<file path="src/rtl/instr_decode_stage.sv">
// rtl/instr_decode_stage.sv - RV32I decode stage with registered output, skid buffer and illegal counter
module instr_decode_stage #(
   parameter bit CSR_EN    = 1'b1,
   parameter bit CUSTOM_EN = 1'b1,
   parameter int CNT_W     = 16
) (
   input  logic             clk,
   input  logic             rst,
   input  logic             flush,
   input  logic             in_valid,
   output logic             in_ready,
   input  logic [31:0]      in_pc,
   input  logic [31:0]      in_instr,
   output logic             out_valid,
   input  logic             out_ready,
   output logic [31:0]      out_pc,
   output logic [31:0]      out_instr,
   output logic [4:0]       out_rd,
   output logic [4:0]       out_rs1,
   output logic [4:0]       out_rs2,
   output logic [31:0]      out_imm,
   output logic             out_we,
   output logic [47:0]      out_flags,
   output logic             out_illegal,
   output logic [CNT_W-1:0] illegal_cnt
);

   typedef struct packed {
      logic [31:0] pc;
      logic [31:0] instr;
      logic [31:0] imm;
      logic        we;
      logic [47:0] flags;
      logic        illegal;
   } entry_t;

   logic [6:0]  opcode;
   logic [2:0]  f3;
   logic [6:0]  f7;
   logic [31:0] imm_i, imm_s, imm_b, imm_u, imm_j, imm_z;
   logic [47:0] dec_flags;
   logic [31:0] dec_imm;
   logic        dec_we, dec_illegal, has_rd;
   entry_t      dec_entry;

   entry_t            main_q, main_d, skid_q, skid_d;
   logic              main_valid_q, main_valid_d, skid_valid_q, skid_valid_d;
   logic [CNT_W-1:0]  cnt_q, cnt_d;
   logic              accept, drain, main_free;

   assign opcode = in_instr[6:0];
   assign f3     = in_instr[14:12];
   assign f7     = in_instr[31:25];
   assign imm_i  = {{20{in_instr[31]}}, in_instr[31:20]};
   assign imm_s  = {{20{in_instr[31]}}, in_instr[31:25], in_instr[11:7]};
   assign imm_b  = {{19{in_instr[31]}}, in_instr[31], in_instr[7], in_instr[30:25], in_instr[11:8], 1'b0};
   assign imm_u  = {in_instr[31:12], 12'b0};
   assign imm_j  = {{11{in_instr[31]}}, in_instr[31], in_instr[19:12], in_instr[20], in_instr[30:21], 1'b0};
   assign imm_z  = {20'b0, in_instr[31:20]};

   // Decode the incoming word into a one-hot op, immediate and rd write enable
   always_comb begin
      dec_flags = '0;
      dec_imm   = '0;
      has_rd    = 1'b0;
      case (opcode)
         7'h37: begin dec_flags[0] = 1'b1; dec_imm = imm_u; has_rd = 1'b1; end
         7'h17: begin dec_flags[1] = 1'b1; dec_imm = imm_u; has_rd = 1'b1; end
         7'h6F: begin dec_flags[2] = 1'b1; dec_imm = imm_j; has_rd = 1'b1; end
         7'h67: begin
            dec_imm = imm_i; has_rd = 1'b1;
            if (f3 == 3'd0) dec_flags[3] = 1'b1;
         end
         7'h63: begin
            dec_imm = imm_b;
            case (f3)
               3'd0: dec_flags[4] = 1'b1;
               3'd1: dec_flags[5] = 1'b1;
               3'd4: dec_flags[6] = 1'b1;
               3'd5: dec_flags[7] = 1'b1;
               3'd6: dec_flags[8] = 1'b1;
               3'd7: dec_flags[9] = 1'b1;
               default: ;
            endcase
         end
         7'h03: begin
            dec_imm = imm_i; has_rd = 1'b1;
            case (f3)
               3'd0: dec_flags[10] = 1'b1;
               3'd1: dec_flags[11] = 1'b1;
               3'd2: dec_flags[12] = 1'b1;
               3'd4: dec_flags[13] = 1'b1;
               3'd5: dec_flags[14] = 1'b1;
               default: ;
            endcase
         end
         7'h23: begin
            dec_imm = imm_s;
            case (f3)
               3'd0: dec_flags[15] = 1'b1;
               3'd1: dec_flags[16] = 1'b1;
               3'd2: dec_flags[17] = 1'b1;
               default: ;
            endcase
         end
         7'h13: begin
            dec_imm = imm_i; has_rd = 1'b1;
            case (f3)
               3'd0: dec_flags[18] = 1'b1;
               3'd2: dec_flags[19] = 1'b1;
               3'd3: dec_flags[20] = 1'b1;
               3'd4: dec_flags[21] = 1'b1;
               3'd6: dec_flags[22] = 1'b1;
               3'd7: dec_flags[23] = 1'b1;
               3'd1: if (f7 == 7'h00) dec_flags[24] = 1'b1;
               3'd5: begin
                  if (f7 == 7'h00)      dec_flags[25] = 1'b1;
                  else if (f7 == 7'h20) dec_flags[26] = 1'b1;
               end
               default: ;
            endcase
         end
         7'h33: begin
            has_rd = 1'b1;
            if (f7 == 7'h00) begin
               case (f3)
                  3'd0: dec_flags[27] = 1'b1;
                  3'd1: dec_flags[29] = 1'b1;
                  3'd2: dec_flags[30] = 1'b1;
                  3'd3: dec_flags[31] = 1'b1;
                  3'd4: dec_flags[32] = 1'b1;
                  3'd5: dec_flags[33] = 1'b1;
                  3'd6: dec_flags[35] = 1'b1;
                  default: dec_flags[36] = 1'b1;
               endcase
            end else if (f7 == 7'h20) begin
               if (f3 == 3'd0)      dec_flags[28] = 1'b1;
               else if (f3 == 3'd5) dec_flags[34] = 1'b1;
            end
         end
         7'h0F: begin
            dec_imm = imm_i;
            if (f3 == 3'd0) dec_flags[37] = 1'b1;
         end
         7'h73: begin
            dec_imm = imm_i;
            if (in_instr == 32'h0000_0073)      dec_flags[38] = 1'b1;
            else if (in_instr == 32'h0010_0073) dec_flags[39] = 1'b1;
            else if (CSR_EN) begin
               if (in_instr == 32'h3020_0073) dec_flags[46] = 1'b1;
               else begin
                  dec_imm = imm_z; has_rd = 1'b1;
                  case (f3)
                     3'd1: dec_flags[40] = 1'b1;
                     3'd2: dec_flags[41] = 1'b1;
                     3'd3: dec_flags[42] = 1'b1;
                     3'd5: dec_flags[43] = 1'b1;
                     3'd6: dec_flags[44] = 1'b1;
                     3'd7: dec_flags[45] = 1'b1;
                     default: ;
                  endcase
               end
            end
         end
         7'h7F: begin
            if (CUSTOM_EN) begin dec_flags[47] = 1'b1; has_rd = 1'b1; end
         end
         default: ;
      endcase
      dec_illegal = ~|dec_flags;
      dec_we      = has_rd & (|in_instr[11:7]) & ~dec_illegal;
      if (dec_illegal) dec_imm = '0;
   end

   assign dec_entry = '{pc: in_pc, instr: in_instr, imm: dec_imm, we: dec_we,
                        flags: dec_flags, illegal: dec_illegal};

   assign in_ready  = ~skid_valid_q;
   assign accept    = in_valid & ~skid_valid_q;
   assign drain     = main_valid_q & out_ready;
   assign main_free = ~main_valid_q | drain;

   // Buffer movement: refill main from skid first, else from input; overflow lands in skid
   always_comb begin
      main_d       = main_q;
      skid_d       = skid_q;
      main_valid_d = main_valid_q;
      skid_valid_d = skid_valid_q;
      cnt_d        = cnt_q;
      if (drain && main_q.illegal && (cnt_q != {CNT_W{1'b1}}))
         cnt_d = cnt_q + 1'b1;
      if (flush) begin
         main_valid_d = 1'b0;
         skid_valid_d = 1'b0;
      end else if (main_free) begin
         if (skid_valid_q) begin
            main_d       = skid_q;
            main_valid_d = 1'b1;
            skid_valid_d = 1'b0;
         end else begin
            main_valid_d = accept;
            if (accept) main_d = dec_entry;
         end
      end else if (accept) begin
         skid_d       = dec_entry;
         skid_valid_d = 1'b1;
      end
   end

   // State registers with asynchronous reset
   always_ff @(posedge clk or posedge rst) begin
      if (rst) begin
         main_q       <= '0;
         skid_q       <= '0;
         main_valid_q <= 1'b0;
         skid_valid_q <= 1'b0;
         cnt_q        <= '0;
      end else begin
         main_q       <= main_d;
         skid_q       <= skid_d;
         main_valid_q <= main_valid_d;
         skid_valid_q <= skid_valid_d;
         cnt_q        <= cnt_d;
      end
   end

   assign out_valid   = main_valid_q;
   assign out_pc      = main_q.pc;
   assign out_instr   = main_q.instr;
   assign out_rd      = main_q.instr[11:7];
   assign out_rs1     = main_q.instr[19:15];
   assign out_rs2     = main_q.instr[24:20];
   assign out_imm     = main_q.imm;
   assign out_we      = main_q.we;
   assign out_flags   = main_q.flags;
   assign out_illegal = main_q.illegal;
   assign illegal_cnt = cnt_q;

endmodule

</file>
<file path="config.mk">
export PLATFORM = sky130hd
export DESIGN_NAME = instr_decode_stage
export DESIGN_NICKNAME = d
export VERILOG_FILES = /design/src/rtl/instr_decode_stage.sv
export SDC_FILE = /design/constraint.sdc
export NUM_CORES = 1
export LEC_CHECK = 0
export ABC_AREA = 1
export BUFFER_PORTS_ARGS = -buffer_cell sky130_fd_sc_hd__buf_2
export CAP_MARGIN = 20
export CELL_PAD_IN_SITES_DETAIL_PLACEMENT = 0
export CELL_PAD_IN_SITES_GLOBAL_PLACEMENT = 1
export CORE_UTILIZATION = 35
export CTS_BUF_LIST = sky130_fd_sc_hd__clkbuf_16
export CTS_CLUSTER_SIZE = 40
export DETAILED_ROUTE_END_ITERATION = 8
export PLACE_DENSITY = 0.78
export SLEW_MARGIN = 20
export SYNTH_ARGS = -nofsm -noshare
export SYNTH_HDL_FRONTEND = slang
export SYNTH_SLANG_ARGS = --single-unit
</file>
<file path="constraint.sdc">
create_clock -name clk -period 23.6 [get_ports clk]
set_input_delay 2.36 -clock clk [delete_from_list [all_inputs] [get_ports clk]]
set_output_delay 2.36 -clock clk [all_outputs]
set_load 0.1 [all_outputs]
</file>
==> flow_summary.ini <==
[run_status]
outcome = completed

[cells_and_area]
final_layout_size_suffix_gt1_frac = 0.184
final_cell_mix = nand2_1, dfrtp_1, o21ai_0
final_common_cell = nand2_1
fin_util = 0.416
syn2layout_area_growth_pct = 17.5
fin_nets = 2049
final_cells = 2533

[sta]
worstMarginPinSlew_ns = 1.03
rsz0062_at_grt = false
fin_crit_sh = 0.209
slew_headroom = 0.315
hold_slack_ns = 0.470
finalMaxSlewViolations = 0
tns_ns = 0
max_freq_mhz = 203
hold_viol = 0
setup_viol = 0
fin_crit_ns = 4.94
worst_clock_skew_ns = 0.00648

[grt]
antenna_found_initial = 3
grt_first_pass_wirelength_mm = 66.1
grt_usage = 0.201
grt_max_degree = 163
overflow = 0
grt_pass1_vias = 11900

[flow_run]
cap_violations = 0

[placement]
dp_hpwl_mm = 27.9
gp_congestion = 0.812
port_buffers = 247
post-place-cells = 2472

[worst_setup_path]
start_kind = input port
path_max_fanout = 104
rrSetupSlack_ns = 19.72
crit_type = in -> reg
crit_required_ns = 24.01
arrival_ns = 5.35
worst_setup_path_end_kind = flip-flop

[logic_synthesis]
syn_inst = 1807
synth_area_per_cell_sq_um = 7.98
async_flop_share = 1.00
ys.flop_type = dfrtp_1
syn-cell-area_sq_um = 14400
syn_nets = 1877
synth_edf_count = 0
yosysSeqAreaShare = 0.538
ys_types = 37
ys_ff_latch = 310
ys.warnings.count = 0

[clock_tree]
h-tree-depth = 2
clk_pin_slew_ns = 0.06
cts_tree = done
clockBufferDepth = 3
clkLatencyLatePin_ns = 0.53
numCtsBuffers = 37
cts_root_buffer = clkbuf_16
clock_sinks = 310
post_cts_buffers = 0
postCtsHoldBufs = 0
postCtsResizedCells = 0

[routing]
first_pass_iters = 5
drt_iter0_drc = 882
final_antenna_net_count = 0
via_count = 12400
via_per_inst = 4.90
wl_per_cell_microns = 16.3
drc = 0
routed_wl_mm = 41.4

[power]
cellPowerDensity_nw_per_um2 = 92.5
irDropWorstVdd_mv = 0.0561
leakagePower_nw = 9.15

[die]
initial_utilization = 0.354
rows = 74
core-area_sq_um = 40700
die_w_microns = 205
die_h_microns = 205
die-area_sq_um = 42000
io_pins = 248

[min_path]
hold_class = reg -> reg
-- cell families after synthesis --
family,Yosys count,share of synthesized area
buffers and inverters,233,0.0691
AO/OA/AOI/OAI,406,0.145
XOR/XNOR,15,0.00911
AND/OR/NAND/NOR,842,0.238
adder cells (fa/ha/maj),1,0.000867
flip-flops,310,0.538
-- flip-flops by register name, indices dropped and copies added (netlist names), 16 cells and up --
| name | count |
|---|---|
| out_flags | 48 |
| out_imm | 32 |
| skid_q | 146 |
| out_instr | 32 |
| out_pc | 32 |
| illegal_cnt | 16 |
-- worst max-delay path, stage by stage --
cell and delay, ns:
buf_2 0.11, inv_1 0.10, a21oi_1 0.08, inv_1 0.15, nor2_4 0.16, inv_6 0.35, buf_4 0.83, buf_4 0.86
nor2_1 0.08, nand2_1 0.10, nand2_1 0.05
-- metrics by stage --
stage / worst slack [ns] / power, mW / instance area [sq um]
after floorplan: 12.67 / 0.975 / 14400
after global placement: 18.11 / 1.05 / 15900
after detailed placement: 18.05 / 1.05 / 15900
after CTS: 18.61 / 1.59 / 16900
after global routing: 18.30 / 1.64 / 17000
final: 18.66 / 1.57 / 17000
-- cells in the mapped netlist, types with 2 or more instances --
cell type,n,area share
nor3_2,2,0.0014
buf_1,4,0.0010
o22ai_1,2,0.00087
o21ai_0,306,0.11
nand2_1,581,0.15
o21ai_1,34,0.012
clkbuf_1,82,0.021
o31ai_1,8,0.0042
xnor2_1,4,0.0024
buf_6,6,0.0047
nand2_4,2,0.0016
nor2_2,8,0.0035
nor3_1,7,0.0024
o21a_1,11,0.0057
a21oi_1,42,0.015
inv_2,10,0.0026
buf_4,15,0.0078
dfrtp_1,310,0.54
nand3_1,49,0.017
nand4_1,16,0.0069
nand2_2,32,0.014
xor2_1,11,0.0067
inv_1,98,0.025
nor2_4,2,0.0016
buf_2,16,0.0056
nor2_1,138,0.036
-- worst paths after layout --
kind / depth (start not counted) / from / endpoint
worst max-delay path: 11 / in_valid / out_imm[10]$_DFFE_PP0P_
worst min-delay path: 2 / skid_q[87]$_DFFE_PP0P_ / skid_q[87]$_DFFE_PP0P_
worst max register to register: 6 / skid_valid_q$_DFFE_PP0P_ / skid_q[93]$_DFFE_PP0P_
worst min register to register: 2 / skid_q[87]$_DFFE_PP0P_ / skid_q[87]$_DFFE_PP0P_
max in group asynchronous: 3 / rst / out_flags[10]$_DFFE_PP0P_
min in group asynchronous: 2 / rst / illegal_cnt[7]$_DFFE_PP0P_
-- metal layers --
metal / up-vias / part of all wire / wire length (microns) / GRT usage
met1: 5904 / 0.46 / 18900 / 0.277
met4: 4 / 0.023 / 963 / 0.0619
met5: - / 0.00063 / 26 / 0
met2: 336 / 0.47 / 19400 / 0.324
li1: 6111 / - / - / -
met3: 65 / 0.052 / 2150 / 0.0301
-- report_power, final --
group,internal [mW],switching [mW]
Sequential,0.589,0.0365
Clock,0.305,0.223
Combinational,0.0614,0.353
Total,0.956,0.613
-- cell type report --
class | instances | area (sq um)
Inverter | 109 | 432
Fill cell | 4218 | 23800
Clock inverter | 23 | 165
Clock buffer | 37 | 926
Antenna cell | 1 | 2.50
Multi-Input combinational cell | 1264 | 5680
Tap cell | 532 | 666
Timing Repair Buffer | 257 | 1320
Sequential cell | 310 | 7760
(Power assumes the default switching activity.)
